--- config.mk ---
export PLATFORM = sky130hd
export DESIGN_NAME = reorder_tag_arbiter_flat
export DESIGN_NICKNAME = d
export VERILOG_FILES = /design/src/rtl/reorder_tag_arbiter_if.sv /design/src/rtl/reorder_tag_arbiter.sv /design/src/flat_wrapper.sv
export SDC_FILE = /design/constraint.sdc
export NUM_CORES = 1
export LEC_CHECK = 0
export ABC_CLOCK_PERIOD_IN_PS = 4600
export BUFFER_PORTS_ARGS = -buffer_cell sky130_fd_sc_hd__buf_2
export CAP_MARGIN = 30
export CORE_UTILIZATION = 57
export DETAILED_ROUTE_END_ITERATION = 12
export GPL_ROUTABILITY_DRIVEN = 0
export GPL_TIMING_DRIVEN = 0
export MAX_ROUTING_LAYER = met4
export PLACE_DENSITY_LB_ADDON = 0.25
export SYNTH_ARGS = -nofsm -noshare
export SYNTH_HDL_FRONTEND = slang
export SYNTH_SLANG_ARGS = --single-unit
--- constraint.sdc ---
create_clock -name clk -period 4.6 [get_ports clk]
set_input_delay 0.23 -clock clk [delete_from_list [all_inputs] [get_ports clk]]
set_output_delay 0.23 -clock clk [all_outputs]
set_load 0.03 [all_outputs]
--- src/rtl/reorder_tag_arbiter_if.sv ---
// Requester / issue / retire bundle for the reorder tag arbiter.
// The arbiter sits on the slave side; the requesters, downstream issue
// consumer and FIFO retire source together form the master side.
interface reorder_tag_arbiter_if #(
  parameter int NREQ  = 4,
  parameter int DEPTH = 8,
  parameter int AWID  = $clog2(DEPTH),
  parameter int SWID  = $clog2(NREQ)
);
  logic                softreset;
  logic [NREQ-1:0]     req;
  logic [NREQ-1:0]     gnt;
  logic                issue_vld;
  logic [AWID:0]       issue_tag;
  logic [SWID-1:0]     issue_src;
  logic                issue_ready;
  logic                retire;
  logic [AWID:0]       outstanding;
  logic                idle;
  logic                err;

  modport master (
    output softreset, req, issue_ready, retire,
    input  gnt, issue_vld, issue_tag, issue_src, outstanding, idle, err
  );

  modport slave (
    input  softreset, req, issue_ready, retire,
    output gnt, issue_vld, issue_tag, issue_src, outstanding, idle, err
  );
endinterface

--- src/rtl/reorder_tag_arbiter.sv ---
// Round-robin requester arbiter that stamps each grant with a sequence tag
// for a reordering FIFO. Tags run 0..2*DEPTH-1 so the FIFO can tell full
// from empty; a credit count of unretired tags caps work in flight at DEPTH.
module reorder_tag_arbiter #(
  parameter int NREQ  = 4,
  parameter int DEPTH = 8,
  parameter int AWID  = $clog2(DEPTH),
  parameter int SWID  = $clog2(NREQ)
) (
  input  logic                  clk,
  input  logic                  rst_n,
  reorder_tag_arbiter_if.slave  bus
);

  localparam logic [AWID:0]   TAG_LAST = (AWID+1)'(2*DEPTH-1);
  localparam logic [AWID:0]   CRED_MAX = (AWID+1)'(DEPTH);
  localparam logic [SWID-1:0] SRC_LAST = SWID'(NREQ-1);

  logic [SWID-1:0] ptr_q;
  logic [AWID:0]   tag_cnt_q;
  logic [AWID:0]   out_cnt_q;
  logic            vld_q;
  logic [AWID:0]   tag_q;
  logic [SWID-1:0] src_q;
  logic            err_q;

  logic            slot_free;
  logic            credit_ok;
  logic            can_grant;
  logic            win_vld;
  logic [SWID-1:0] win;
  logic [SWID-1:0] ptr_nxt;
  logic [AWID:0]   tag_nxt;
  logic            ret_eff;
  logic            ret_bad;
  logic [NREQ-1:0] gnt;

  // Slot frees up when empty or being drained this cycle; credits are
  // judged on the registered count only, so a retire never bypasses.
  always_comb begin
    slot_free = !vld_q || bus.issue_ready;
    credit_ok = out_cnt_q < CRED_MAX;
    can_grant = rst_n && !bus.softreset && slot_free && credit_ok && (|bus.req);
  end

  // Round-robin search: p, p+1, .., NREQ-1, 0, .., p-1; first asserted wins.
  always_comb begin
    int              idx;
    logic [SWID-1:0] idx_w;
    win_vld = 1'b0;
    win     = '0;
    idx     = 0;
    idx_w   = '0;
    for (int k = 0; k < NREQ; k++) begin
      idx = int'(ptr_q) + k;
      if (idx >= NREQ) idx = idx - NREQ;
      idx_w = SWID'(idx);
      if (!win_vld && bus.req[idx_w]) begin
        win_vld = 1'b1;
        win     = idx_w;
      end
    end
  end

  // One-hot grant pulse, only in a cycle where a grant is actually taken.
  always_comb begin
    gnt = '0;
    if (can_grant && win_vld) gnt[win] = 1'b1;
  end

  // Pointer and tag successors; both wrap explicitly since neither range
  // need be a power of two.
  always_comb begin
    ptr_nxt = (win == SRC_LAST) ? '0 : win + 1'b1;
    tag_nxt = (tag_cnt_q == TAG_LAST) ? '0 : tag_cnt_q + 1'b1;
    ret_eff = bus.retire && (out_cnt_q != '0);
    ret_bad = bus.retire && (out_cnt_q == '0);
  end

  // Arbitration pointer and tag counter advance on every grant.
  always_ff @(posedge clk or negedge rst_n) begin
    if (!rst_n) begin
      ptr_q     <= '0;
      tag_cnt_q <= '0;
    end else if (bus.softreset) begin
      ptr_q     <= '0;
      tag_cnt_q <= '0;
    end else if (can_grant) begin
      ptr_q     <= ptr_nxt;
      tag_cnt_q <= tag_nxt;
    end
  end

  // Issue slot: load on grant, hold under backpressure, drain on accept.
  always_ff @(posedge clk or negedge rst_n) begin
    if (!rst_n) begin
      vld_q <= 1'b0;
      tag_q <= '0;
      src_q <= '0;
    end else if (bus.softreset) begin
      vld_q <= 1'b0;
      tag_q <= '0;
      src_q <= '0;
    end else if (can_grant) begin
      vld_q <= 1'b1;
      tag_q <= tag_cnt_q;
      src_q <= win;
    end else if (bus.issue_ready) begin
      vld_q <= 1'b0;
    end
  end

  // Credit count: grant adds, effective retire subtracts, both cancel.
  always_ff @(posedge clk or negedge rst_n) begin
    if (!rst_n) begin
      out_cnt_q <= '0;
    end else if (bus.softreset) begin
      out_cnt_q <= '0;
    end else begin
      case ({can_grant, ret_eff})
        2'b10:   out_cnt_q <= out_cnt_q + 1'b1;
        2'b01:   out_cnt_q <= out_cnt_q - 1'b1;
        default: out_cnt_q <= out_cnt_q;
      endcase
    end
  end

  // Sticky flag for a retire arriving with nothing outstanding.
  always_ff @(posedge clk or negedge rst_n) begin
    if (!rst_n)              err_q <= 1'b0;
    else if (bus.softreset)  err_q <= 1'b0;
    else if (ret_bad)        err_q <= 1'b1;
  end

  assign bus.gnt         = gnt;
  assign bus.issue_vld   = vld_q;
  assign bus.issue_tag   = tag_q;
  assign bus.issue_src   = src_q;
  assign bus.outstanding = out_cnt_q;
  assign bus.idle        = (out_cnt_q == '0) && !vld_q;
  assign bus.err         = err_q;

  // Credit ceiling and grant shape invariants.
  a_credit_cap: assert property (@(posedge clk) disable iff (!rst_n)
    out_cnt_q <= CRED_MAX);
  a_gnt_onehot: assert property (@(posedge clk) disable iff (!rst_n)
    $onehot0(gnt));

endmodule

--- src/flat_wrapper.sv ---
// flat-port wrapper written by rule: the top's interface ports become plain ports
module reorder_tag_arbiter_flat 
#(
  parameter int NREQ  = 4,
  parameter int DEPTH = 8,
  parameter int AWID  = $clog2(DEPTH),
  parameter int SWID  = $clog2(NREQ)
)
  (clk, rst_n, bus_softreset, bus_req, bus_issue_ready, bus_retire, bus_gnt, bus_issue_vld, bus_issue_tag, bus_issue_src, bus_outstanding, bus_idle, bus_err);
  reorder_tag_arbiter_if #(.NREQ(NREQ), .DEPTH(DEPTH), .AWID(AWID), .SWID(SWID)) bus_i ();
  input  logic clk;
  input  logic rst_n;
  input wire logic [$bits(bus_i.softreset)-1:0] bus_softreset;
  input wire logic [$bits(bus_i.req)-1:0] bus_req;
  input wire logic [$bits(bus_i.issue_ready)-1:0] bus_issue_ready;
  input wire logic [$bits(bus_i.retire)-1:0] bus_retire;
  output wire logic [$bits(bus_i.gnt)-1:0] bus_gnt;
  output wire logic [$bits(bus_i.issue_vld)-1:0] bus_issue_vld;
  output wire logic [$bits(bus_i.issue_tag)-1:0] bus_issue_tag;
  output wire logic [$bits(bus_i.issue_src)-1:0] bus_issue_src;
  output wire logic [$bits(bus_i.outstanding)-1:0] bus_outstanding;
  output wire logic [$bits(bus_i.idle)-1:0] bus_idle;
  output wire logic [$bits(bus_i.err)-1:0] bus_err;
  assign bus_i.softreset = bus_softreset;
  assign bus_i.req = bus_req;
  assign bus_i.issue_ready = bus_issue_ready;
  assign bus_i.retire = bus_retire;
  assign bus_gnt = bus_i.gnt;
  assign bus_issue_vld = bus_i.issue_vld;
  assign bus_issue_tag = bus_i.issue_tag;
  assign bus_issue_src = bus_i.issue_src;
  assign bus_outstanding = bus_i.outstanding;
  assign bus_idle = bus_i.idle;
  assign bus_err = bus_i.err;
  reorder_tag_arbiter #(.NREQ(NREQ), .DEPTH(DEPTH), .AWID(AWID), .SWID(SWID)) u_core (.clk(clk), .rst_n(rst_n), .bus(bus_i));
endmodule
==> flow_metrics.env, run 1 <==
export IMPL_worstSetupStartpointType="primary input"
export IMPL_antenna_left=0
export IMPL_synth_top_area_share_pct=36.81
export IMPL_dp_hpwl_microns=1979
export IMPL_synth_cell_types=49
export IMPL_cts_tree="yes"
export IMPL_dp_cells=181
export IMPL_post_synth_instance_area_sq_um=1224
export IMPL_max_cap_violations=0
export IMPL_antenna_found_initial=0
export IMPL_dr_max_layer_used="met4"
export IMPL_power_density_nw_per_um2=487.1
export IMPL_cp_common_cell="nor2_1"
export IMPL_worst_pin_slew_ns=0.6133
export IMPL_grt_max_degree=21
export IMPL_grt_pass1_vias=977
export IMPL_yosysTopAreaCell="dfrtp_1"
export IMPL_cp_max_fo=20
export IMPL_grt_usage_pct=25.56
export IMPL_syn_inst=129
export IMPL_io_buffer_count=25
export IMPL_ys_warnings_count=0
export IMPL_hold_violations=0
export IMPL_mostFrequentLayoutCells="buf_2 (26), a21oi_1 (18), dfrtp_1 (18)"
export IMPL_rsz0062_at_grt="no"
export IMPL_slew_headroom_pct=58.89
export IMPL_grt_overflow=0
export IMPL_ir_worst_vdd_v=0.0002950
export IMPL_power_frac_clock_pct=13.9
export IMPL_r2r_cells=8
export IMPL_intPower_mw=0.3771
export IMPL_drt_pass1_iter_count=4
export IMPL_setup_tns_ns=0
export IMPL_die_width_microns=48.34
export IMPL_drt_iter0_drc=19
export IMPL_period_minus_slack_ns=2.847
export IMPL_setup_viol=0
export IMPL_drive_gt1_share_pct=27.67
export IMPL_path_clk_slew_ns=0.11
export IMPL_hold_path_cell_count=3
export IMPL_die_area_sq_um=2336
export IMPL_wl_met2_microns=1284
export IMPL_crit_type="in -> reg"
export IMPL_p_seq_share_pct=31.3
export IMPL_p_sw_mw=0.3189
export IMPL_m1WireLength_microns=1238
export IMPL_nNetsFinal=176
export IMPL_cp_cell_sequence="dlygate4sd3_1 -> buf_2 -> nand2b_1 -> nor4_2 -> nor2_1 -> ha_1 -> nor2_1 -> o41ai_1 -> o211ai_1 -> a21oi_1"
export IMPL_maxSlewViolCount=0
export IMPL_routedWlPerCell_microns=14.05
export IMPL_synthTopCellsByArea="dfrtp_1 (37%), a21oi_1 (7.4%), ha_1 (7.2%)"
export IMPL_p_leak_nw=0.6779
export IMPL_cts_root_buf="clkbuf_4"
export IMPL_met3WireLength_microns=77
export IMPL_switching_share_pct=45.82
export IMPL_synth_area_per_cell_sq_um=9.486
export IMPL_area_growth_pct=16.77
export IMPL_grt_pass1_wl_microns=4609
export IMPL_yosysSeqAreaShare_pct=36.81
export IMPL_antennaDiodeCount=0
export IMPL_worstSetupEndpointType="register"
export IMPL_cts_made_buffers=3
export IMPL_fin_cells=186
export IMPL_rows=16
export IMPL_start_util_pct=61.74
export IMPL_cts_path_max_buffers=2
export IMPL_period_share_pct=61.89
export IMPL_die_y_microns=48.34
export IMPL_fmax_ghz=0.3513
export IMPL_cts_resized=0
export IMPL_cpMaxStageDelayCell="dlygate4sd3_1"
export IMPL_crit_family="simple AND/OR/NAND/NOR gates"
export IMPL_clk_latency_ns=0.29
export IMPL_worst_path_buf_inv=2
export IMPL_viasPerCell=5.817
export IMPL_drt_wl_total_microns=2613
export IMPL_design_core_area_sq_um=1982
export IMPL_hp_class="in -> reg"
export IMPL_final_common_cell="buf_2"
export IMPL_cp_depth=10
export IMPL_crit_path_max_incr_delay_ns=0.53
export IMPL_clock_skew_ns=0.006106
export IMPL_drcViolationCount=0
export IMPL_cts_sinks=18
export IMPL_cp_data_required_time_ns=4.81
export IMPL_crit_arrival_ns=3.06
export IMPL_syn_nets=145
export IMPL_io_pins=26
export IMPL_comb_power_share_pct=54.8
export IMPL_outcome="completed"
export IMPL_htreeDepth=1
export IMPL_vias=1082
export IMPL_synth_seq_cells=18
## power groups by stage
| stage | sequential [mW] | clock (mW) | combinational [mW] |
|---|---|---|---|
| finish | 0.218 | 0.0968 | 0.382 |
| global route | 0.223 | 0.106 | 0.418 |
| CTS | 0.217 | 0.0992 | 0.381 |
| detailed placement | 0.220 | 0 | 0.378 |
| global placement | 0.217 | 0 | 0.368 |
| floorplan | 0.258 | 0 | 0.247 |
## what timing repair did
| action | 4_1_cts | 5_1_grt |
|---|---|---|
| buffers inserted | 0 | 0 |
| hold endpoints to repair | 18 | 0 |
| hold buffers | 1 | 0 |
## worst register-to-register path, stage by stage (launching register included)
cell	delay, ns
dfrtp_1	0.49
nand2b_1	0.31
nor4_2	0.46
nor2_1	0.15
ha_1	0.41
nor2_1	0.07
o41ai_1	0.24
o211ai_1	0.14
a21oi_1	0.15
## cell families after synthesis
| group | after synthesis | synth area share [%] |
|---|---|---|
| muxes | 1 | 0.9202 |
| AOI/OAI and AO/OA | 41 | 23.01 |
| adders and majority gates | 8 | 7.975 |
| xor gates and xnor gates | 3 | 2.148 |
| buffers and inverters | 11 | 4.805 |
| and+or+nand+nor | 47 | 24.33 |
| DFF | 18 | 36.81 |
## metrics by stage
| stage | cell area [sq um] | setup slack (ns) | utilization, % | power, mW | hold WS, ns |
|---|---|---|---|---|---|
| after global routing | 1429 | 1.494 | 72.10 | 0.7466 | 0.4413 |
| final | 1429 | 1.753 | 72.10 | 0.6959 | 0.4186 |
| after detailed placement | 1383 | 1.995 | 69.76 | 0.5988 | 0.1930 |
| after CTS | 1429 | 1.785 | 72.10 | 0.6966 | 0.4023 |
| after floorplan | 1224 | 2.353 | - | 0.5043 | -0.06559 |
| after global placement | 1383 | 2.124 | 69.76 | 0.5858 | 0.1896 |
## layout make-up
| cell class | count | area, sq um |
|---|---|---|
| Clock buffer | 4 | 36.28 |
| Fill cell | 167 | 553.0 |
| Timing Repair Buffer | 26 | 135.1 |
| Buffer | 6 | 40.04 |
| Multi-Input combinational cell | 100 | 714.4 |
| Sequential cell | 18 | 450.4 |
| Tap cell | 27 | 33.78 |
| Inverter | 5 | 18.77 |
## metal layers
metal	GRT usage [%]	vias up
li1	-	538
met1	32.99	515
met2	43.90	25
met3	3.774	4
met4	3.431	0
met5	-	-
## sequential cells by signal (all words and copies together) (netlist names)
signal	cells
u_core.bus.issue_tag	4
u_core.bus.outstanding	4
u_core.tag_cnt_q	4
u_core.bus.issue_src	2
u_core.ptr_q	2
u_core.bus.err	1
u_core.bus.issue_vld	1
## Yosys cell counts (all sizes together)
cell type	instances
a21oi	18
o21a	1
a31oi	2
or3	1
ha	7
nand2b	2
o22ai	1
and2	5
xnor2	1
o21ba	1
or3b	1
a21boi	1
o41ai	2
o211ai	3
inv	5
a21o	1
o31ai	2
or2b	1
o2111a	1
a41oi	1
nor2b	2
o31a	1
buf	3
dfrtp	18
a211oi	1
nand3	3
xor2	2
o21ai	3
maj3	1
nor4	3
mux2	1
clkbuf	3
nor3b	1
nand4	3
nand2	14
nand3b	1
or4	2
nor2	6
o221ai	1
o41a	1
nor3	2
## worst paths after layout
path | end | start | slack (ns)
max | u_core.bus.outstanding[2] | rst_n | 1.75
min | u_core.bus.issue_vld | bus_issue_ready | 0.42
max reg2reg | u_core.bus.outstanding[2] | u_core.bus.outstanding[3] | 2.10
min reg2reg | u_core.bus.err | u_core.bus.err | 0.51
max in group asynchronous | u_core.bus.err | rst_n | 3.86
min in group asynchronous | u_core.bus.outstanding[3] | rst_n | 0.43
Power figures use the tool's default switching activity.
==> run 2: changes to the inputs <==
Settings changed: ABC_CLOCK_PERIOD_IN_PS 4600 to 2900, CORE_UTILIZATION 57 to 53.
Clock period 4.6 ns to 2.9 ns, I/O delays scaled along.
==> flow_metrics.env, run 2 (synthesis gave the netlist of run 1 again) <==
export IMPL_outcome="completed"
export IMPL_design_area_sq_um=1439
export IMPL_r2r_start="u_core.bus.outstanding[3]"
export IMPL_start_util_pct=55.85
export IMPL_grt_pass1_vias=985
export IMPL_grt_pass1_wl_microns=4326
export IMPL_cp_cell_sequence="dlygate4sd3_1 -> buf_2 -> nand2b_1 -> nor4_4 -> nor2_1 -> ha_1 -> nor2_1 -> o41ai_1 -> o211ai_1 -> a21oi_1"
export IMPL_worst_path_buf_inv=2
export IMPL_antenna_left=0
export IMPL_r2r_setup_slack_ns=0.47
export IMPL_cts_setup_buffers=0
export IMPL_viasPerCell=5.813
export IMPL_grt_max_degree=21
export IMPL_crit_arrival_ns=2.87
export IMPL_cts_root_buf="clkbuf_4"
export IMPL_die_area_sq_um=2505
export IMPL_drt_iter0_drc=35
export IMPL_max_cap_violations=0
export IMPL_routedWlPerCell_microns=14.36
export IMPL_pre_cts_ws_ns=0.3361
export IMPL_area_growth_pct=17.59
export IMPL_hp_class="in -> async"
export IMPL_clk_latency_ns=0.28
export IMPL_crit_family="buffers and inverters"
export IMPL_drcViolationCount=0
export IMPL_power_density_nw_per_um2=763.8
export IMPL_cp_common_cell="nor2_1"
export IMPL_slew_headroom_pct=55.76
export IMPL_io_pins=26
export IMPL_dp_cells=182
export IMPL_setup_tns_ns=0
export IMPL_antennaDiodeCount=0
export IMPL_period_minus_slack_ns=2.665
export IMPL_placed_cell_area_sq_um=1384
export IMPL_rsz0062_at_grt="no"
export IMPL_fin_hold_ws_ns=0.3171
export IMPL_cts_sinks=18
export IMPL_period_share_pct=91.89
export IMPL_mostFrequentLayoutCells="buf_2 (26), a21oi_1 (18), dfrtp_1 (18)"
export IMPL_drive_gt1_share_pct=27.67
export IMPL_setup_slack_ns=0.2351
export IMPL_cts_tree="yes"
export IMPL_fin_cells=187
export IMPL_hold_violations=0
export IMPL_die_y_microns=50.05
export IMPL_r2r_cells=8
export IMPL_p_leak_nw=0.6792
export IMPL_path_clk_slew_ns=0.10
export IMPL_setup_viol=0
export IMPL_htreeDepth=1
export IMPL_maxSlewViolCount=0
export IMPL_rows=17
export IMPL_drt_wl_total_microns=2685
export IMPL_cp_max_fo=20
export IMPL_final_common_cell="buf_2"
export IMPL_p_total_mw=1.099
export IMPL_io_buffer_count=25
export IMPL_grt_usage_pct=23.36
export IMPL_finalCoreUtilization_pct=65.68
export IMPL_cts_made_buffers=3
export IMPL_fmax_ghz=0.3752
export IMPL_r2r_end="u_core.bus.outstanding[2]"
export IMPL_grt_overflow=0
export IMPL_worst_pin_slew_ns=0.6623
export IMPL_worstSetupStartpointType="primary input"
export IMPL_nNetsFinal=176
export IMPL_cts_path_max_buffers=2
export IMPL_vias=1087
export IMPL_die_width_microns=50.05
export IMPL_antenna_found_initial=0
export IMPL_worstSetupEndpointType="register"
export IMPL_cp_data_required_time_ns=3.11
export IMPL_ir_worst_vdd_v=0.0005181
export IMPL_cpMaxStageDelayCell="dlygate4sd3_1"
export IMPL_drt_pass1_iter_count=4
export IMPL_clock_skew_ns=0.004549
export IMPL_crit_path_max_incr_delay_ns=0.51
export IMPL_design_core_area_sq_um=2191
export IMPL_dp_hpwl_microns=1980
export IMPL_fillers=197
export IMPL_crit_type="in -> reg"
-- run 2: changes by cell type in the layout (fill, tap and decap cells not counted) --
cell    previous run  this run
nor4_2             1         0
nor4_4             2         3
-- run 2: worst max path at each step --
stage                                    from                   endpoint  slack (ns)  cells past startpoint
floorplan           u_core.bus.outstanding[3]  u_core.bus.outstanding[2]        0.65                      8
global placement                        rst_n  u_core.bus.outstanding[2]        0.46                      9
detailed placement                      rst_n  u_core.bus.outstanding[2]        0.34                      9
CTS                                     rst_n  u_core.bus.outstanding[2]        0.08                     10
global route                            rst_n  u_core.bus.outstanding[2]        0.01                     10
finish                                  rst_n  u_core.bus.outstanding[2]        0.24                     10
-- run 2: area by class of cell --
| cell class | count | area [sq um] | area share [%] |
|---|---|---|---|
| Sequential cell | 18 | 450.4 | 31.30 |
| Buffer | 6 | 40.04 | 2.783 |
| Inverter | 5 | 18.77 | 1.304 |
| Timing Repair Buffer | 26 | 135.1 | 9.391 |
| Multi-Input combinational cell | 100 | 723.2 | 50.26 |
| Clock buffer | 4 | 36.28 | 2.522 |
| Tap cell | 28 | 35.03 | 2.435 |
-- run 2: report_power, final --
group	switching (mW)	internal [mW]
combinational	0.374	0.229
sequential	0.0519	0.294
clock	0.0727	0.0763
total	0.499	0.600
-- run 2: per-layer routing --
| metal | track usage [%] | up-vias | share of wire [%] |
|---|---|---|---|
| li1 | - | 536 | - |
| met5 | - | - | 0 |
| met1 | 29.57 | 534 | 45 |
| met2 | 39.11 | 15 | 52 |
| met4 | 7.619 | 0 | 0.63 |
| met3 | 1.852 | 2 | 1.8 |
-- run 2: worst register-to-register path, stage by stage (launching register included) --
cell and delay (ns):
dfrtp_1 0.49, nand2b_1 0.34, nor4_4 0.38, nor2_1 0.13
ha_1 0.41, nor2_1 0.06, o41ai_1 0.24, o211ai_1 0.14
a21oi_1 0.15
-- run 2: what timing repair did --
item / in CTS / in global routing
hold buffers: 1 / 0
endpoints found under the hold margin: 18 / 0
resized for setup: 0 / 1
endpoints found under the setup margin: 0 / 1
==> run 3: changes to the inputs <==
Settings changed: CORE_UTILIZATION 53 to 56, CTS_BUF_LIST set to sky130_fd_sc_hd__clkbuf_2.
==> flow_metrics.env, run 3 (synthesis gave the netlist of run 1 again) <==
export IMPL_p_leak_nw=0.6723
export IMPL_grt_usage_pct=24.93
export IMPL_io_buffer_count=25
export IMPL_switching_share_pct=47.56
export IMPL_drt_iter0_drc=16
export IMPL_antenna_left=0
export IMPL_cts_made_buffers=3
export IMPL_vias=1091
export IMPL_power_density_nw_per_um2=741.7
export IMPL_antenna_found_initial=0
export IMPL_area_growth_pct=16.05
export IMPL_cp_max_fo=20
export IMPL_design_area_sq_um=1420
export IMPL_fin_cells=186
export IMPL_viasPerCell=5.866
export IMPL_worstSetupEndpointType="register"
export IMPL_design_core_area_sq_um=2002
export IMPL_drive_gt1_share_pct=27.04
export IMPL_die_area_sq_um=2376
export IMPL_rows=16
export IMPL_crit_type="in -> reg"
export IMPL_cts_path_max_buffers=2
export IMPL_cts_sinks=18
export IMPL_comb_power_share_pct=56.4
export IMPL_slew_headroom_pct=58.67
export IMPL_dp_cells=181
export IMPL_p_sw_mw=0.5009
export IMPL_multi_input_area_sq_um=723.2
export IMPL_routedWlPerCell_microns=13.92
export IMPL_cp_common_cell="nor2_1"
export IMPL_dp_hpwl_microns=1913
export IMPL_fillers=171
export IMPL_cts_tree="yes"
export IMPL_p_seq_share_pct=32.7
export IMPL_hold_violations=0
export IMPL_antennaDiodeCount=0
export IMPL_crit_family="buffers and inverters"
export IMPL_p_total_mw=1.053
export IMPL_intPower_mw=0.5524
export IMPL_period_minus_slack_ns=2.570
export IMPL_io_pins=26
export IMPL_cpMaxStageDelayCell="dlygate4sd3_1"
export IMPL_mostFrequentLayoutCells="buf_2 (26), a21oi_1 (18), dfrtp_1 (18)"
export IMPL_crit_arrival_ns=2.81
export IMPL_clk_latency_ns=0.32
export IMPL_fmax_ghz=0.3891
export IMPL_power_frac_clock_pct=10.8
export IMPL_ir_worst_vdd_v=0.0004811
export IMPL_cts_setup_buffers=0
export IMPL_outcome="completed"
export IMPL_nNetsFinal=176
export IMPL_start_util_pct=61.13
export IMPL_drcViolationCount=0
export IMPL_max_cap_violations=0
export IMPL_die_width_microns=48.75
export IMPL_path_clk_slew_ns=0.19
export IMPL_r2r_cells=8
export IMPL_grt_pass1_vias=1036
export IMPL_die_y_microns=48.75
export IMPL_setup_viol=0
export IMPL_r2r_start="u_core.bus.outstanding[3]"
export IMPL_worst_path_buf_inv=2
export IMPL_grt_max_degree=21
export IMPL_final_common_cell="buf_2"
export IMPL_worstSetupStartpointType="primary input"
export IMPL_rsz0062_at_grt="no"
export IMPL_cts_root_buf="clkbuf_2"
export IMPL_cp_data_required_time_ns=3.14
export IMPL_crit_path_max_incr_delay_ns=0.52
export IMPL_r2r_end="u_core.bus.outstanding[2]"
export IMPL_placed_cell_area_sq_um=1383
export IMPL_grt_pass1_wl_microns=4464
export IMPL_r2r_setup_slack_ns=0.50
export IMPL_worst_pin_slew_ns=0.6186
export IMPL_grt_overflow=0
export IMPL_final_seq_area_sq_um=450.4
export IMPL_period_share_pct=88.63
export IMPL_maxSlewViolCount=0
export IMPL_htreeDepth=1
export IMPL_drt_pass1_iter_count=4
export IMPL_cp_cell_sequence="dlygate4sd3_1 -> buf_2 -> nand2b_1 -> nor4_4 -> nor2_1 -> ha_1 -> nor2_1 -> o41ai_1 -> o211ai_1 -> a21oi_1"
export IMPL_hp_class="in -> async"
export IMPL_setup_tns_ns=0
export IMPL_clock_skew_ns=0.01832
export IMPL_drt_wl_total_microns=2590
-- run 3: worst max-delay path by stage --
stage	start	end	slack, ns	cells past startpoint
global placement	rst_n	u_core.bus.outstanding[2]	0.49	9
CTS	rst_n	u_core.bus.outstanding[2]	0.17	10
global route	rst_n	u_core.bus.outstanding[2]	0.05	10
floorplan	u_core.bus.outstanding[3]	u_core.bus.outstanding[2]	0.65	8
detailed placement	rst_n	u_core.bus.outstanding[2]	0.37	9
finish	rst_n	u_core.bus.outstanding[2]	0.33	10
-- run 3: power by group through the flow --
stage	Sequential [mW]	Combinational, mW	Clock, mW
floorplan	0.409	0.391	0
global placement	0.345	0.577	0
detailed placement	0.349	0.591	0
CTS	0.345	0.594	0.112
global route	0.352	0.659	0.122
finish	0.345	0.594	0.114
-- run 3: worst register-to-register path, cell delays in order, from the launching register on --
cell,delay (ns)
dfrtp_1,0.52
nand2b_1,0.33
nor4_4,0.35
nor2_1,0.13
ha_1,0.40
nor2_1,0.06
o41ai_1,0.26
o211ai_1,0.14
a21oi_1,0.14
-- run 3: cell type report --
cell class	count	area share [%]
buffer	6	2.819
clock buffer	3	1.057
clock inverter	1	0.2643
inverter	5	1.322
multi-input combinational	100	50.93
sequential	18	31.72
tap	27	2.379
timing repair buffer	26	9.515
-- run 3: repair_timing --
| action | CTS | global route |
|---|---|---|
| resized for setup | 0 | 1 |
| endpoints found under the setup margin | 0 | 1 |
| hold endpoints to repair | 18 | 0 |
| hold buffers | 1 | 0 |
-- run 3: stage by stage --
stage	util [%]	setup slack (ns)	hold WS, ns
after global routing	70.94	0.05455	0.3122
after CTS	70.50	0.1739	0.2833
after floorplan	-	0.6528	-0.1506
after detailed placement	69.06	0.3726	0.1158
final	70.94	0.3297	0.2605
after global placement	69.06	0.4940	0.1064
-- run 3: layer usage --
metal  up-vias  global-route usage, %  wire [microns]
met3         4                  4.717              83
met2        25                  42.36            1256
met5         -                      -               0
met4         0                  5.882              23
met1       524                  30.61            1227
li1        538                      -               -
